## config.mk

```make
export PLATFORM = sky130hd
export DESIGN_NAME = bcd_scan_counter
export DESIGN_NICKNAME = d
export VERILOG_FILES = /design/src/rtl/bcd_scan_counter.sv
export SDC_FILE = /design/constraint.sdc
export NUM_CORES = 1
export LEC_CHECK = 0
export ABC_AREA = 1
export BUFFER_PORTS_ARGS = -buffer_cell sky130_fd_sc_hd__buf_2
export CAP_MARGIN = 20
export CORE_AREA = 2 2 90 100
export DETAILED_ROUTE_END_ITERATION = 10
export DIE_AREA = 0 0 92 102
export HOLD_SLACK_MARGIN = 0.06
export MAX_ROUTING_LAYER = met4
export PLACE_DENSITY_LB_ADDON = 0.15
export RECOVER_POWER = 25
export SLEW_MARGIN = 10
export SYNTH_ARGS = -nofsm -noshare
export SYNTH_HDL_FRONTEND = slang
export SYNTH_SLANG_ARGS = --single-unit
```

## constraint.sdc

```tcl
create_clock -name clk -period 2.4 [get_ports clk]
set_clock_uncertainty 0.1 [all_clocks]
set_input_delay 0.24 -clock clk [delete_from_list [all_inputs] [get_ports clk]]
set_output_delay 0.24 -clock clk [all_outputs]
set_load 0.05 [all_outputs]
```

## src/rtl/bcd_scan_counter.sv

```systemverilog
// N-digit BCD counter with prescaler and multiplexed active-low 7-seg driver.
// Ports: clk, rst (sync, active-low), en, clr, dir, blank_lz in;
//        count_bcd[4*NDIG], wrap, an[NDIG], seg[8] out.
// Macro UPDOWN_EN enables down-counting via dir; otherwise dir is ignored.
module bcd_scan_counter #(
  parameter int NDIG     = 4,
  parameter int TICK_DIV = 4000000,
  parameter int SCAN_DIV = 50000
) (
  input  logic              clk,
  input  logic              rst,
  input  logic              en,
  input  logic              clr,
  input  logic              dir,
  input  logic              blank_lz,
  output logic [4*NDIG-1:0] count_bcd,
  output logic              wrap,
  output logic [NDIG-1:0]   an,
  output logic [7:0]        seg
);

  localparam int TW = $clog2(TICK_DIV);
  localparam int SW = $clog2(SCAN_DIV);
  localparam int IW = (NDIG > 1) ? $clog2(NDIG) : 1;
  localparam logic [TW-1:0] TICK_MAX = TW'(TICK_DIV - 1);
  localparam logic [SW-1:0] SCAN_MAX = SW'(SCAN_DIV - 1);
  localparam logic [IW-1:0] IDX_MAX  = IW'(NDIG - 1);

  logic [TW-1:0]     pre_q, pre_d;
  logic [SW-1:0]     scan_q, scan_d;
  logic [IW-1:0]     idx_q, idx_d;
  logic [4*NDIG-1:0] cnt_q, cnt_d;
  logic              wrap_q, wrap_d;
  logic [NDIG-1:0]   an_q, an_d;
  logic [7:0]        seg_q, seg_d;
  logic              tick, scan_last, down;

  `ifdef UPDOWN_EN
  assign down = dir;
  `else
  logic unused_dir;
  assign unused_dir = dir;
  assign down       = 1'b0;
  `endif

  function automatic logic [7:0] dec7(input logic [3:0] d);
    case (d)
      4'd0:    dec7 = 8'hC0;
      4'd1:    dec7 = 8'hF9;
      4'd2:    dec7 = 8'hA4;
      4'd3:    dec7 = 8'hB0;
      4'd4:    dec7 = 8'h99;
      4'd5:    dec7 = 8'h92;
      4'd6:    dec7 = 8'h82;
      4'd7:    dec7 = 8'hF8;
      4'd8:    dec7 = 8'h80;
      4'd9:    dec7 = 8'h90;
      default: dec7 = 8'hFF;
    endcase
  endfunction

  assign tick      = (pre_q == TICK_MAX);
  assign pre_d     = tick ? '0 : pre_q + 1'b1;
  assign scan_last = (scan_q == SCAN_MAX);
  assign scan_d    = scan_last ? '0 : scan_q + 1'b1;

  always_comb begin
    idx_d = idx_q;
    if (scan_last) begin
      idx_d = (idx_q == IDX_MAX) ? '0 : idx_q + 1'b1;
    end
  end

  // Ripple carry/borrow across digits; a carry out of the top digit is the wrap.
  always_comb begin
    logic       cy;
    logic [3:0] dig;
    cnt_d  = cnt_q;
    wrap_d = 1'b0;
    cy     = 1'b0;
    dig    = '0;
    if (clr) begin
      cnt_d = '0;
    end else if (tick && en) begin
      cy = 1'b1;
      for (int i = 0; i < NDIG; i++) begin
        dig = cnt_q[4*i +: 4];
        if (cy) begin
          if (down) begin
            if (dig == 4'd0) begin
              dig = 4'd9;
            end else begin
              dig = dig - 4'd1;
              cy  = 1'b0;
            end
          end else begin
            if (dig >= 4'd9) begin
              dig = 4'd0;
            end else begin
              dig = dig + 4'd1;
              cy  = 1'b0;
            end
          end
        end
        cnt_d[4*i +: 4] = dig;
      end
      wrap_d = cy;
    end
  end

  // Digit i is blanked when it and every digit above it are zero.
  always_comb begin
    logic            allz;
    logic [NDIG-1:0] blank;
    logic [3:0]      cur;
    logic            sel_blank;
    allz      = 1'b1;
    blank     = '0;
    cur       = '0;
    sel_blank = 1'b0;
    for (int i = NDIG - 1; i >= 1; i--) begin
      allz     = allz & (cnt_q[4*i +: 4] == 4'd0);
      blank[i] = blank_lz & allz;
    end
    for (int i = 0; i < NDIG; i++) begin
      if (idx_q == IW'(i)) begin
        cur       = cnt_q[4*i +: 4];
        sel_blank = blank[i];
      end
    end
    an_d  = sel_blank ? '1 : ~(NDIG'(1) << idx_q);
    seg_d = sel_blank ? 8'hFF : dec7(cur);
  end

  always_ff @(posedge clk) begin
    if (!rst) begin
      pre_q  <= '0;
      scan_q <= '0;
      idx_q  <= '0;
      cnt_q  <= '0;
      wrap_q <= 1'b0;
      an_q   <= '1;
      seg_q  <= 8'hFF;
    end else begin
      pre_q  <= pre_d;
      scan_q <= scan_d;
      idx_q  <= idx_d;
      cnt_q  <= cnt_d;
      wrap_q <= wrap_d;
      an_q   <= an_d;
      seg_q  <= seg_d;
    end
  end

  assign count_bcd = cnt_q;
  assign wrap      = wrap_q;
  assign an        = an_q;
  assign seg       = seg_q;

endmodule

```

# --- Yosys cells after proc, flatten, opt, wreduce, memory -nomap -nowiden ---
# Memories as Yosys holds them, arrays and structs flattened. A register that Yosys moved wholly into a read port is not among the register bits.
# Cells that the tools add are included.
totals:
  mem_bits_ro: 112
  mem_count: 1
  regBits: 69
mem_list:
  columns: ["memory", "words", "width", "rd", "rd_ports_with_merged_regs", "wr", "line_no", "source"]
  rows:
  - ["(name not given)", 16, 7, 1, 1, 0, "47", "case (d)"]
classes:
  addsub: 7
  n_bitwise: 9
  muxes: 24
  eq_ne: 5
  reduce_logical: 13
  shift: 1
  order_cmp: 4
ops:
  columns: ["operator", "count"]
  rows:
  - ["$mux W4", 8]
  - ["$add A22 B1 Y22 const B", 1]
  - ["$eq A22 B22 Y1 const B", 1]
  - ["$add A16 B1 Y16 const B", 1]
  - ["$add A4 B1 Y4 const B", 4]
  - ["$eq A16 B16 Y1 const B", 1]
  - ["$ge A4 B4 Y1 const B", 4]
  - ["$mux W1", 15]
  - ["$logic_not A4 Y1", 3]
  - ["$reduce_or A2 Y1", 4]
  - ["$reduce_and A2 Y1", 3]
  - ["$and A1 B1 Y1", 5]
  - ["$eq A2 B2 Y1 const B", 2]
  - ["$not A4 Y4", 1]
  - ["$reduce_or A4 Y1", 1]
  - ["$shl A1 B2 Y4 const A", 1]
  - ["$not A1 Y1", 3]
  - ["$add A2 B1 Y2 const B", 1]
  - ["$eq A2 B1 Y1 const B", 1]
  - ["$logic_not A2 Y1", 1]
  - ["$mux W2", 1]
  - ["$logic_and A1 B1 Y1", 1]

# --- Depth between registers and ports, before layout ---
# Gate-level depths: netlist of the first run.
logic_depth:
  depth_word: 12
  mapped_depth: 14
  ltp_nobuf: 14

# --- Least setup slack after synthesis of the first run ---
# No wires, ideal clock.
synth_path:
  kind: "reg-to-reg"
  start: "register cnt_q[4], in the netlist count_bcd[4]"
  end: "register cnt_q[12], in the netlist count_bcd[12]"
  arrival_time_ns: 1.883
  stages_incl_launch_ff: 9
  path_slack_ns: 0.294
  setup_ns: 0.123
  path_cell_list: "dfxtp_1 -> inv_1 -> ha_1 -> a21oi_1 -> nand2_1 -> nor2_1 -> nand3_1 -> nand3_1 -> o21ai_0"
synth_between:
  elab_chain_cells: 9
synth_lines:
  columns: ["item", "line_no", "source"]
  rows:
  - ["start, declared", "32", "logic [4*NDIG-1:0] cnt_q, cnt_d;"]
  - ["start signal, assigned", "148", "cnt_q <= cnt_d;"]
  - ["$ge A4 B4 Y1", "97", "if (dig >= 4'd9) begin"]
  - ["$mux W1", "97", null]
  - ["$mux W1", "88", "if (cy) begin"]
  - ["$mux W1", "84", "end else if (tick && en) begin"]
  - ["$mux W1", "82", "if (clr) begin"]
  - ["$mux W1", "88", null]
  - ["$mux W1", "84", null]
  - ["$mux W1", "82", null]
  - ["$reduce_and A2 Y1 (no line)", null, null]
# No other way between the ends. The select of a mux whose other input is x is not followed.
# A chain may end at the register's enable or synchronous reset.

# --- Worst setup path in the final report of the first run ---
layout_path:
  start: "register idx_q[1]"
  end: "register seg_q[5], in the netlist seg[5]"
layout_between:
  elab_chain_cells: 5
  word_cells_on_any_way: 12
  cone_classes: "3 x eq/ne; 7 x mux; 2 x reduce/logical"
layout_lines:
  columns: ["item", "line_no", "source"]
  rows:
  - ["start, declared", "31", "logic [IW-1:0] idx_q, idx_d;"]
  - ["start signal, assigned", "147", "idx_q <= idx_d;"]
  - ["$eq A2 B1 Y1 or $logic_not A2 Y1 (tied branches)", "126", "if (idx_q == IW'(i)) begin"]
  - ["$mux W1 or $mux W4 (tied branches) (3 in a row)", "126", null]
  - ["$reduce_or A2 Y1 (no line) or $mux W4 (tied branches)", null, null]
  - ["end, declared", "35", "logic [7:0] seg_q, seg_d;"]
# Several ways; a longest one is shown, not always the timed one.

==> flow_summary_export.csv, run 1 <==
group,metric,value,unit
outcome,status,"completed",
power_and_ir_drop,max_rail_drop_vdd,329.5,uV
timing,post_route_setup_tns,0,ps
synth,synth-warning-count,0,
setup_path,timing.setup.critical_path_class,"reg2reg",
detailed_routing,drt_first_iter_violations,196,
power_and_ir_drop,internal-power,1.645,mW
cts,clock_tree.root_cell,"clkbuf_8",
detailed_routing,wire_per_inst,11.81,microns
flow_run,cap_viol_max_count,0,
detailed_routing,via_per_inst,5.022,
power_and_ir_drop,switching_power,551.3,uW
detailed_routing,route.final.wire_length,8657,microns
cts,clk_latency,350,ps
timing,finalSetupViolCount,0,
detailed_routing,detail-route-antenna-nets,0,
synth,yosysUniqueCellTypes,33,
synth,yosysTopAreaCellShare,34.77,%
synth,synth_largest_area_cell,"dfxtp_1",
synth,post_synth_instance_area,3915,sq um
die,die_y,102,microns
detailed_routing,routedLengthMet1,4002,microns
setup_path,end_kind,"register",
die,io_pins,35,
detailed_routing,detail_route.first_pass.iterations,4,
detailed_routing,routed.top_layer,"met4",
global_routing,globalRouteOverflowTotal,0,
placement,dp_hpwl,6577,microns
timing,timing.final.max_slew_violations,0,
finish,postLayoutCellArea,4359,sq um
setup_path,timing.critical_path.from_type,"register",
finish,insertedDiodeCount,0,
synth,ys_seq_area_share,34.77,%
power_and_ir_drop,power_leakage,1.763,nW
worst_hold_path,path_type_of_the_worst_min_delay_path,"in2reg",
power_and_ir_drop,clkPwrFrac,43.9,%
synth,number_of_synthesized_register_bits,68,
cts,cts_max_level,3,
timing,post-route-min-period,2063,ps
synth,synth.avg_cell_area,6.773,sq um
cts,cts_setup_buffers,0,
cts,tritoncts,"built",
finish,numnets_final,649,
die,fp-row-count,35,
die,dieArea,9384,sq um
placement,placed_cell_area,4180,sq um
finish,synthToLayoutAreaGrowth,11.35,%
power_and_ir_drop,p_sw_share,25.10,%
die,floorplan.die.width,92,microns
placement,final_weighted_congestion_in_routability_driven_placement,0.8972,
power_and_ir_drop,power.density,503.9,nW/um^2
detailed_routing,met2_length,4180,microns
timing,tightest_slew,635.9,ps
detailed_routing,detailroute.via_count,3681,
timing,report.final.hold_viol_count,0,
setup_path,arrival,2210,ps
cts,cts-root-to-sink-buffers,2,
cts,cts.clk_slew.worst_paths,80,ps
synth,synthesis.instances,578,
detailed_routing,drc_violation_count_after_routing,0,
detailed_routing,met3RoutedLength,293,microns
timing,max_clock_freq,484.6,MHz
timing,timing.slew.headroom,57.45,%
global_routing,grt_util_all_layers,20.05,%
global_routing,grt_max_degree,17,
die,placeableCoreArea,8320,sq um
power_and_ir_drop,seqPwrFrac,52.4,%
setup_path,worst-path-max-fanout,6,
synth,total_nets_after_synthesis,610,
cts,cts_buffer_count,9,
setup_path,timing.critical_path.required,2540,ps
die,effective_utilization_at_floorplan,47.05,%
timing,rsz_0062_raised_after_global_routing,"no",
global_routing,via_count_of_the_first_global_routing_pass,3384,
finish,fraction_of_final_layout_cells_sized_beyond_drive_strength_1,6.592,%
cts,cts_num_sinks,68,
placement,numPortBuffers,32,
global_routing,grt_antenna_before_repair,0,
power_and_ir_drop,power_frac_comb,3.6,%
global_routing,grt_first_pass_wirelength,14850,microns
timing,finalCritPeriodShare,85.97,%
synth,synthTopCellsByArea,"dfxtp_1 (35%), nand2_1 (13%), ha_1 (8.3%)",
## routing by layer
metal	global-route usage (%)	vias to the layer above
met3	3.392	15
met4	8.611	0
met2	34.62	57
met5	-	-
met1	23.16	1683
li1	-	1926
## registers in the layout (all words and copies together), names as in the netlist
| name | cells |
|---|---|
| count_bcd | 16 |
| pre_q | 22 |
| scan_q | 16 |
| an | 4 |
| idx_q | 2 |
| seg | 7 |
| wrap | 1 |
## worst max-delay path, stage by stage (launching register included)
cell and delay, ps:
dfxtp_1 340, inv_1 100, ha_1 230, inv_1 110, nand3_1 80, o21ai_0 80
nand2_1 60, nand2_1 40, nand2_1 150, inv_1 90, ha_1 210, nand3b_1 170
nand3_1 100, nand3_1 70
## final cells by class
type | count | area (sq um)
fillers | 872 | 3961
repair buffers | 37 | 170.2
multi-input cells | 422 | 2193
well taps | 111 | 138.9
inverters | 79 | 296.5
flip-flops and latches | 68 | 1361
clock buffers | 9 | 123.9
clock inverters | 7 | 75.07
## cell usage after synthesis (all sizes together)
cell,count
nor3,25
nand3,58
nor2,82
conb,1
and3,1
nor3b,1
xnor2,1
xor2,15
nand4,15
or2,3
ha,26
buf,9
dfxtp,68
nor4,1
inv,78
a21oi,36
nand3b,4
o21ai,15
nand2,137
a31oi,1
clkinv,1
## cells by family (layout without fill, tap and decap cells)
group	count (synthesis)	count (layout)	share of synthesized area [%]
simple gates	327	327	37.26
buf+inv	88	132	9.204
flops	68	68	34.77
fa+ha+maj	26	26	8.309
other cells	1	1	0.09579
xor+xnor	16	16	3.580
compound gates	52	52	6.775
## cell usage in the layout (no fill, tap or decap), drive strengths merged, types with 12 or more instances in the layout
master | synthesis | routed
nand4 | 15 | 15
nand2 | 137 | 137
o21ai | 15 | 15
nor3 | 25 | 25
ha | 26 | 26
xor2 | 15 | 15
inv | 78 | 80
dfxtp | 68 | 68
nand3 | 58 | 58
buf | 9 | 12
a21oi | 36 | 36
nor2 | 82 | 82
clkbuf | 0 | 33
## what timing repair did
| item | 4_1_cts | 5_1_grt |
|---|---|---|
| hold buffers | 1 | 0 |
| resized for setup | 0 | 0 |
| endpoints found under the hold margin | 1 | 0 |
## through the flow
step,util [%],hold slack [ps],setup WS [ps],std cells,power (mW)
finish,52.39,186.1,336.6,733,2.196
global route,52.39,211.8,145.0,733,2.284
CTS,52.75,172.6,338.3,733,2.227
detailed placement,50.24,351.2,353.9,716,1.259
global placement,50.24,330.7,394.4,716,1.257
floorplan,-,260.5,293.9,578,1.238
## power by group through the flow
stage          Sequential, mW  Clock (mW)  Combinational (mW)
2_1_floorplan            1.20           0              0.0398
3_3_place_gp             1.18           0              0.0803
3_5_place_dp             1.18           0              0.0815
4_1_cts                  1.15       0.993              0.0829
5_1_grt                  1.15        1.04              0.0888
6_report                 1.15       0.965              0.0799
## path summary, 6_finish.rpt
path,cells after the start,end,from,slack (ps)
worst min-delay path,4,count_bcd[4],clr,190
worst max register to register,13,seg[5],idx_q[1],340
worst max-delay path,13,seg[5],idx_q[1],340
worst min register to register,1,scan_q[0],scan_q[0],360
Power figures use the tool's default switching activity.
==> run 2: changes to the inputs <==
--- a/config.mk
+++ b/config.mk
@@ -10,4 +10,5 @@
 export CAP_MARGIN = 20
 export CORE_AREA = 2 2 90 100
+export CTS_BUF_LIST = sky130_fd_sc_hd__clkbuf_4 sky130_fd_sc_hd__clkbuf_8
 export DETAILED_ROUTE_END_ITERATION = 10
 export DIE_AREA = 0 0 92 102
==> constraint.sdc (replaced) <==
create_clock -name clk -period 2.4 [get_ports clk]
set_clock_uncertainty 0.1 [all_clocks]
set_input_delay 0 -clock clk [delete_from_list [all_inputs] [get_ports clk]]
set_output_delay 0 -clock clk [all_outputs]
set_load 0.05 [all_outputs]
==> run 2 against run 1 <==
Non-clock buffer count up 8. Flip-flop and latch count unchanged. First-iteration DRC count down 20%. Via count up 0.57%. Combinational power up 5.3%. Critical endpoint is now count_bcd[4]. Sequential share of layout area down 0.99 points. Critical path depth down 3. Die area unchanged.
==> flow_summary_export.csv, run 2 (synthesis results as in run 1) <==
group,metric,value,unit
detailed_routing,drt_first_iter_violations,157,
finish,insertedDiodeCount,0,
timing,post_route_setup_tns,0,ps
finish,n_fill_cell,846,
timing,rsz_0062_raised_after_global_routing,"no",
cts,cts.clk_slew.worst_paths,80,ps
cts,cts_buffer_count,9,
timing,tightest_slew,607.3,ps
setup_path,critPathBufInv,2,
global_routing,globalRouteOverflowTotal,0,
die,effective_utilization_at_floorplan,47.05,%
timing,timing.final.max_slew_violations,0,
global_routing,grt_util_all_layers,20.14,%
finish,register_area,1363,sq um
global_routing,grt_first_pass_wirelength,14940,microns
power_and_ir_drop,power.density,558.1,nW/um^2
finish,max_flop_register,"pre_q",
finish,largest_register_ff_count,22,
timing,finalCritPeriodShare,89.35,%
setup_path,worst-path-max-fanout,5,
setup_path,worst_path_dominant_cell_family,"buffers and inverters",
detailed_routing,wire_per_inst,11.50,microns
finish,multi_input_area,2198,sq um
placement,placed_cell_area,4195,sq um
outcome,status,"completed",
setup_path,end_kind,"register",
worst_hold_path,path_type_of_the_worst_min_delay_path,"in2reg",
cts,clock_tree.root_cell,"clkbuf_8",
finish,fraction_of_final_layout_cells_sized_beyond_drive_strength_1,7.778,%
finish,postLayoutCellArea,4506,sq um
global_routing,grt_max_degree,17,
setup_path,timing.critical_path.slowest_stage_cell,"dlygate4sd3_1",
detailed_routing,drc_violation_count_after_routing,0,
global_routing,grt_antenna_before_repair,0,
setup_path,arrival,2280,ps
setup_path,timing.critical_path.cells,"ha_2, nand3_4, nor2_4, buf_4, nand3_1, nor2_1, nand3_1, nand2_1, nor2_1, dlygate4sd3_1",
setup_path,timing.setup.critical_path_class,"reg2reg",
cts,tritoncts,"built",
power_and_ir_drop,power_leakage,1.848,nW
power_and_ir_drop,max_rail_drop_vdd,371.7,uV
die,io_pins,35,
detailed_routing,route.final.wire_length,8521,microns
setup_path,timing.critical_path.required,2530,ps
detailed_routing,via_per_inst,4.996,
die,floorplan.die.width,92,microns
setup_path,max_incr_delay_on_cp,540,ps
die,fp-row-count,35,
cts,cts-root-to-sink-buffers,2,
cts,cts_num_sinks,68,
finish,synthToLayoutAreaGrowth,15.08,%
placement,final_weighted_congestion_in_routability_driven_placement,0.8901,
detailed_routing,detail-route-antenna-nets,0,
die,placeableCoreArea,8320,sq um
finish,numnets_final,657,
timing,timing.slew.headroom,59.69,%
flow_run,cap_viol_max_count,0,
timing,finalSetupViolCount,0,
detailed_routing,detail_route.first_pass.iterations,5,
setup_path,timing.critical_path.from_type,"register",
cts,clk_latency,350,ps
cts,cts_max_level,3,
timing,report.final.hold_viol_count,0,
timing,max_clock_freq,466.3,MHz
detailed_routing,detailroute.via_count,3702,
finish,layout.cells.most_common,"nand2_1",
die,die_y,102,microns
finish,final_cell_mix,"nand2_1 (137), nor2_1 (79), inv_1 (77)",
placement,numPortBuffers,32,
die,dieArea,9384,sq um
placement,dp_hpwl,6499,microns
global_routing,via_count_of_the_first_global_routing_pass,3410,
timing,post-route-min-period,2144,ps
## run 2: worst register-to-register path, delay by kind of cell (launching register included)
family,cells,cell delay (ps)
buffers and inverters,2,670
DFF,1,410
and+or+nand+nor,7,590
adders and majority gates,1,270
## run 2: per-layer routing
metal / wire [microns] / GRT usage, %
met1: 3925 / 23.45
met5: 0 / -
met4: 233 / 9.185
met2: 4089 / 34.67
met3: 272 / 2.876
## run 2: final cells by class
class,count,share of cell area [%]
inverters,79,6.581
flip-flops and latches,68,30.24
well taps,111,3.082
clock inverters,6,2.971
repair buffers,45,5.276
multi-input cells,422,48.79
clock buffers,10,3.055
## run 2: worst paths after layout
path,start,endpoint,slack [ps],depth (start not counted)
max,pre_q[0],count_bcd[4],260,10
min,blank_lz,an[0],190,6
max reg2reg,pre_q[0],count_bcd[4],260,10
min reg2reg,scan_q[0],scan_q[0],350,1
## run 2: timing repair
| action | in CTS | in global routing |
|---|---|---|
| buffers inserted | 0 | 3 |
| endpoints found under the setup margin | 0 | 1 |
| endpoints found under the hold margin | 17 | 0 |
| resized for setup | 0 | 3 |
| hold buffers | 4 | 0 |
## run 2: through the flow
step / power [mW] / util [%] / cells / setup slack (ps) / hold WS, ps
after floorplan: 1.238 / - / 578 / 293.9 / 20.46
after global placement: 1.259 / 50.42 / 718 / 392.8 / 207.1
after detailed placement: 1.260 / 50.42 / 718 / 358.3 / 211.3
after global routing: 2.597 / 54.15 / 741 / 88.15 / 224.2
final: 2.515 / 54.15 / 741 / 255.6 / 186.1
after CTS: 2.542 / 54.17 / 738 / 16.46 / 182.8
## run 2: report_power, final
group / internal, mW / switching, mW / leakage [nW] / total [mW]
Combinational: 0.0225 / 0.0616 / 1.16 / 0.0841
Sequential: 1.14 / 0.00904 / 0.552 / 1.15
Clock: 0.826 / 0.454 / 0.137 / 1.28
